===== src/rtl/pipe_stage_elastic_pkg.sv =====
// rtl/pipe_stage_elastic_pkg.sv - shared types and width helper for the elastic pipeline chain
package pipe_pkg;

    typedef enum logic [1:0] {
        SLOT_EMPTY,
        SLOT_BUSY,
        SLOT_FULL
    } slot_state_t;

    // Occupancy counter width sized for the skid build so both builds share one port width.
    function automatic int occ_width(input int stages);
        return $clog2(stages * 2 + 1);
    endfunction

endpackage


===== src/rtl/pipe_stage_elastic_if.sv =====
// rtl/pipe_stage_elastic_if.sv - valid/ready/data handshake bundle with master/slave views
interface pipe_stage_elastic_if #(
    parameter int WIDTH = 32
);
    logic             valid;
    logic             ready;
    logic [WIDTH-1:0] data;

    modport master (output valid, output data, input ready);
    modport slave  (input valid, input data, output ready);
endinterface


===== src/rtl/pipe_stage_elastic_slot.sv =====
// rtl/pipe_stage_elastic_slot.sv - one elastic slot; PIPE_SKID_EN selects a 2-entry skid slot
module pipe_slot
    import pipe_pkg::*;
#(
    parameter int               WIDTH      = 32,
    parameter logic [WIDTH-1:0] INIT_VALUE = '0
) (
    input  logic             clk,
    input  logic             reset,
    input  logic             flush,
    input  logic             in_valid_i,
    output logic             in_ready_o,
    input  logic [WIDTH-1:0] in_data_i,
    output logic             out_valid_o,
    input  logic             out_ready_i,
    output logic [WIDTH-1:0] out_data_o,
    output logic [1:0]       count_o
);

`ifdef PIPE_SKID_EN
    slot_state_t      state_q;
    logic [WIDTH-1:0] main_q;
    logic [WIDTH-1:0] skid_q;
    logic             push;
    logic             pop;

    // Ready depends only on registered state, breaking the ready chain at every slot.
    assign in_ready_o  = (state_q != SLOT_FULL);
    assign out_valid_o = (state_q != SLOT_EMPTY);
    assign out_data_o  = main_q;
    assign push        = in_valid_i && in_ready_o;
    assign pop         = out_valid_o && out_ready_i;
    assign count_o     = (state_q == SLOT_FULL) ? 2'd2 :
                         (state_q == SLOT_BUSY) ? 2'd1 : 2'd0;

    always_ff @(posedge clk) begin
        if (reset) begin
            state_q <= SLOT_EMPTY;
            main_q  <= INIT_VALUE;
            skid_q  <= INIT_VALUE;
        end else if (flush) begin
            state_q <= SLOT_EMPTY;
        end else begin
            case (state_q)
                SLOT_EMPTY: begin
                    if (push) begin
                        main_q  <= in_data_i;
                        state_q <= SLOT_BUSY;
                    end
                end
                SLOT_BUSY: begin
                    if (push && pop) begin
                        main_q <= in_data_i;
                    end else if (push) begin
                        skid_q  <= in_data_i;
                        state_q <= SLOT_FULL;
                    end else if (pop) begin
                        state_q <= SLOT_EMPTY;
                    end
                end
                SLOT_FULL: begin
                    if (pop) begin
                        main_q  <= skid_q;
                        state_q <= SLOT_BUSY;
                    end
                end
                default: state_q <= SLOT_EMPTY;
            endcase
        end
    end
`else
    logic             valid_q;
    logic             valid_d;
    logic [WIDTH-1:0] data_q;
    logic [WIDTH-1:0] data_d;
    logic             push;

    assign in_ready_o  = !valid_q || out_ready_i;
    assign out_valid_o = valid_q;
    assign out_data_o  = data_q;
    assign push        = in_valid_i && in_ready_o;
    assign count_o     = {1'b0, valid_q};

    always_comb begin
        valid_d = valid_q;
        data_d  = data_q;
        if (flush) begin
            valid_d = 1'b0;
        end else if (push) begin
            valid_d = 1'b1;
            data_d  = in_data_i;
        end else if (out_ready_i) begin
            valid_d = 1'b0;
        end
    end

    always_ff @(posedge clk) begin
        if (reset) begin
            valid_q <= 1'b0;
            data_q  <= INIT_VALUE;
        end else begin
            valid_q <= valid_d;
            data_q  <= data_d;
        end
    end
`endif

endmodule


===== src/rtl/pipe_stage_elastic.sv =====
// rtl/pipe_stage_elastic.sv - STAGES-deep elastic register chain; PIPE_SKID_EN enables skid slots
module pipe_stage_elastic
    import pipe_pkg::*;
#(
    parameter int               WIDTH      = 32,
    parameter int               STAGES     = 1,
    parameter logic [WIDTH-1:0] INIT_VALUE = '0
) (
    input  logic                             clk,
    input  logic                             reset,
    input  logic                             flush,
    pipe_stage_elastic_if.slave              in_if,
    pipe_stage_elastic_if.master             out_if,
    output logic [occ_width(STAGES)-1:0]     occupancy
);

    localparam int OCC_W = occ_width(STAGES);

    logic [STAGES:0]  vld;
    logic [STAGES:0]  rdy;
    logic [WIDTH-1:0] dat [STAGES+1];
    logic [1:0]       cnt [STAGES];
    logic [OCC_W-1:0] occ_d;

    assign vld[0]      = in_if.valid;
    assign dat[0]      = in_if.data;
    assign rdy[STAGES] = out_if.ready;

    // Producer sees no ready while reset is held, so nothing is accepted then.
    assign in_if.ready  = rdy[0] && !reset;
    assign out_if.valid = vld[STAGES];
    assign out_if.data  = dat[STAGES];

    for (genvar gi = 0; gi < STAGES; gi++) begin : g_slot
        pipe_slot #(
            .WIDTH      (WIDTH),
            .INIT_VALUE (INIT_VALUE)
        ) u_slot (
            .clk         (clk),
            .reset       (reset),
            .flush       (flush),
            .in_valid_i  (vld[gi]),
            .in_ready_o  (rdy[gi]),
            .in_data_i   (dat[gi]),
            .out_valid_o (vld[gi+1]),
            .out_ready_i (rdy[gi+1]),
            .out_data_o  (dat[gi+1]),
            .count_o     (cnt[gi])
        );
    end

    always_comb begin
        occ_d = '0;
        for (int i = 0; i < STAGES; i++) begin
            occ_d = occ_d + OCC_W'(cnt[i]);
        end
    end

    assign occupancy = occ_d;

endmodule


===== src/flat_wrapper.sv =====
// flat-port wrapper written by rule: the top's interface ports become plain ports
module pipe_stage_elastic_flat import pipe_pkg::*;
#(
    parameter int               WIDTH      = 32,
    parameter int               STAGES     = 1,
    parameter logic [WIDTH-1:0] INIT_VALUE = '0
)
  (clk, reset, flush, occupancy, in_if_valid, in_if_data, in_if_ready, out_if_valid, out_if_data, out_if_ready);
  pipe_stage_elastic_if #(.WIDTH(WIDTH)) in_if_i ();
  pipe_stage_elastic_if #(.WIDTH(WIDTH)) out_if_i ();
  input  logic clk;
  input  logic reset;
  input  logic flush;
  output logic [occ_width(STAGES)-1:0] occupancy;
  input wire logic [$bits(in_if_i.valid)-1:0] in_if_valid;
  input wire logic [$bits(in_if_i.data)-1:0] in_if_data;
  output wire logic [$bits(in_if_i.ready)-1:0] in_if_ready;
  output wire logic [$bits(out_if_i.valid)-1:0] out_if_valid;
  output wire logic [$bits(out_if_i.data)-1:0] out_if_data;
  input wire logic [$bits(out_if_i.ready)-1:0] out_if_ready;
  assign in_if_i.valid = in_if_valid;
  assign in_if_i.data = in_if_data;
  assign in_if_ready = in_if_i.ready;
  assign out_if_valid = out_if_i.valid;
  assign out_if_data = out_if_i.data;
  assign out_if_i.ready = out_if_ready;
  pipe_stage_elastic #(.WIDTH(WIDTH), .STAGES(STAGES), .INIT_VALUE(INIT_VALUE)) u_core (.clk(clk), .reset(reset), .flush(flush), .in_if(in_if_i), .out_if(out_if_i), .occupancy(occupancy));
endmodule

===== config.mk =====
export PLATFORM = sky130hd
export DESIGN_NAME = pipe_stage_elastic_flat
export DESIGN_NICKNAME = d
export VERILOG_FILES = /design/src/rtl/pipe_stage_elastic_pkg.sv /design/src/rtl/pipe_stage_elastic_if.sv /design/src/rtl/pipe_stage_elastic_slot.sv /design/src/rtl/pipe_stage_elastic.sv /design/src/flat_wrapper.sv
export SDC_FILE = /design/constraint.sdc
export NUM_CORES = 1
export LEC_CHECK = 0
export CORE_MARGIN = 2
export CORE_UTILIZATION = 43
export DETAILED_ROUTE_END_ITERATION = 8
export GPL_TIMING_DRIVEN = 0
export PLACE_DENSITY = 0.84
export SLEW_MARGIN = 20
export SYNTH_ARGS = -nofsm -noshare
export SYNTH_HDL_FRONTEND = slang
export SYNTH_SLANG_ARGS = --single-unit

===== constraint.sdc =====
create_clock -name clk -period 3.5 [get_ports clk]
set_input_delay 0.525 -clock clk [delete_from_list [all_inputs] [get_ports clk]]
set_output_delay 0.525 -clock clk [all_outputs]
set_load 0.05 [all_outputs]

==> out/metrics.yaml <==
logic_synthesis:
  syn_nets: 185
  synth_top_area_frac: 0.4296
  ys_top_cells_by_count: "nand2b_1, dfxtp_1, mux2i_1"
  async_flop_share: 0
  synth.most_common_cell: "nand2b_1"
  synth_top_flop_cell: "dfxtp_1"
  avgSynthCellArea_sq_um: 10.39
  synth_area_leader_cell: "dfxtp_1"
  syn_inst: 148
  synth_seq_cells: 33
  seq_area_frac_synth: 0.4296
  yosysUniqueCellTypes: 13
  synth_edf_count: 0
  synthTopCellsByArea: "dfxtp_1, nand2b_1, mux2i_1"
  yosys_warnings: 0
  syn_area_sq_um: 1538
floorplan:
  die-area_sq_um: 4070
  pin_count: 73
  core_region_area_sq_um: 3390
  die_h_um: 63.80
  fp.dieW_um: 63.80
  fp-row-count: 21
  start_util: 0.4537
sta:
  rsz0062_at_grt: "no"
  hold_viol_final: 0
  worst_slack_ns: 0.9912
  setup_viol: 0
  worst_pin_slew_ns: 0.5219
  fin_tns_setup_ns: 0
  hold_ws_ns: 0.4800
  fin_crit_ns: 2.509
  final_max_slew_viol_count: 0
  timing.fmax_mhz: 398.6
  post-route-period-util: 0.7168
  slew_headroom: 0.6510
  final.setup_skew_ns: 0.01207
final_layout:
  area_growth_pct: 52.64
  nets: 262
  fillCellCount: 253
  antenna_cells: 0
  drive_above_1_share: 0.07080
clocking:
  clkTransAtPathRegs_ns: 0.09
  clock_latency_ns: 0.32
  cts_resized: 0
  cts_buffer_depth: 2
  numCtsBuffers: 5
  cts.sink_count: 33
  clockRootBuffer: "clkbuf_4"
  hold_buffers: 0
  post_cts_buffers: 0
  cts_tree: "built"
  htreeDepth: 2
global_route:
  grt_pass1_wl_um: 5899
  antenna_found_initial: 0
  grt_overflow: 0
  grt_pass1_vias: 1373
  track_usage: 0.1837
  grt_max_degree: 11
power_and_ir_drop:
  p_clk_frac: 0.237
  power_switching_uw: 253.7
  p_int_uw: 581.1
  p_comb_frac: 0.278
  irDropWorstVdd_mv: 0.2507
  p_per_area_nw_per_um2: 355.6
  swShare: 0.3039
  seq_power_share: 0.486
  leakage_uw: 0.0008717
critical_path:
  critical_path_arrival_ns: 1.98
  cp_num_buf_inv: 2
  worstPathMaxFanout: 3
  cpMostUsedCell: "clkdlybuf4s50_1"
  worstPathRequired_ns: 2.97
  crit_chain: "clkdlybuf4s50_1, nor2b_4, nor2_1, clkdlybuf4s50_1"
  crit_type: "input port to output port"
  crit_path_max_incr_delay_ns: 0.82
  reg2reg_slack_ns: 2.27
  critical_path.top_delay_family: "buffers and inverters"
  worstSetupEndpointType: "output port"
  critPathLaunchType: "input port"
  critPathSlowestCell: "clkdlybuf4s50_1"
detailed_routing:
  ant_nets: 0
  avgRoutedWirePerCell_um: 12.58
  route.detailed.drc: 0
  vias: 1272
  first_iter_violations: 34
  vias_per_cell: 4.676
  wirelength_um: 3423
  firstDrtPassIters: 4
placed_design:
  gp_congestion: 0.7086
  dp_slack_ns: 0.9830
  dp_hpwl_um: 2671
  port_buffers: 70
hold_path:
  hold_class: "flop to flop"
job:
  drv_cap: 0
run_status:
  status: "complete, no violations"
==> cell families (layout without fill, tap and decap cells) <==
kind of cell	Yosys count	count (layout)	share of synthesized area
buf+inv	13	91	0.07404
flops	33	33	0.4296
mux	32	32	0.2083
other cells	1	1	0.002439
simple gates	69	69	0.2856
==> registers in the layout, indices dropped and copies added (netlist names) <==
name and flops:
u_core.g_slot.u_slot.out_valid_o 1, u_core.g_slot.u_slot.out_data_o 32
==> area by class of cell <==
cell class,count,area [sq um],share of cell area
repair buffers,70,700.7,0.2985
clock buffers,6,41.29,0.01759
multi-input cells,102,763.2,0.3252
well taps,46,57.56,0.02452
plain buffers,13,113.9,0.04851
flip-flops and latches,33,660.6,0.2815
clock inverters,2,10.01,0.004264
==> cells in the final DEF (no fill, tap or decap) <==
| cell type | synthesis | final |
|---|---|---|
| clkdlybuf4s50_1 | 0 | 70 |
| nand2b_1 | 64 | 64 |
| dfxtp_1 | 33 | 33 |
| mux2i_1 | 32 | 32 |
| clkbuf_1 | 6 | 7 |
| clkbuf_4 | 0 | 5 |
| buf_12 | 3 | 3 |
| nor2_1 | 2 | 2 |
| buf_4 | 2 | 2 |
| clkinv_2 | 0 | 2 |
| nor2b_4 | 1 | 1 |
| buf_2 | 1 | 1 |
| nor3b_2 | 1 | 1 |
| buf_6 | 1 | 1 |
| nor3_1 | 1 | 1 |
| conb_1 | 1 | 1 |
==> worst min-delay path, cell delays in order (launching register included) <==
cell	delay (ns)
dfxtp_1	0.32
nand2b_1	0.06
mux2i_1	0.06
==> power groups by stage <==
stage / Combinational, uW / Clock (uW) / Sequential (uW)
final: 232 / 198 / 405
after global routing: 244 / 224 / 408
after CTS: 234 / 208 / 406
after detailed placement: 233 / 0 / 414
after global placement: 229 / 0 / 413
after floorplan: 73.1 / 0 / 481
==> worst paths after layout <==
path | from | end | cells past startpoint
max | out_if_ready | in_if_ready | 4
min reg2reg | u_core.g_slot[0].u_slot.out_data_o[22] | u_core.g_slot[0].u_slot.out_data_o[22] | 2
min | u_core.g_slot[0].u_slot.out_data_o[22] | u_core.g_slot[0].u_slot.out_data_o[22] | 2
max reg2reg | u_core.g_slot[0].u_slot.out_valid_o | u_core.g_slot[0].u_slot.out_data_o[17] | 5
==> through the flow <==
step,instances,cell area [sq um],util,power [uW]
floorplan,148,1538,-,553.8
global placement,264,2296,0.6774,642.0
detailed placement,264,2296,0.6774,647.3
CTS,272,2347,0.6925,847.5
global route,272,2347,0.6925,875.9
finish,272,2347,0.6925,834.7
==> metal layers <==
layer / track usage / vias to the layer above / part of all wire
met3: 0.05282 / 6 / 0.065
met5: 0 / - / 0
met2: 0.3320 / 49 / 0.50
met4: 0.07065 / 0 / 0.014
li1: - / 628 / -
met1: 0.2004 / 589 / 0.42
No activity file was read; power rests on OpenSTA's default activity.
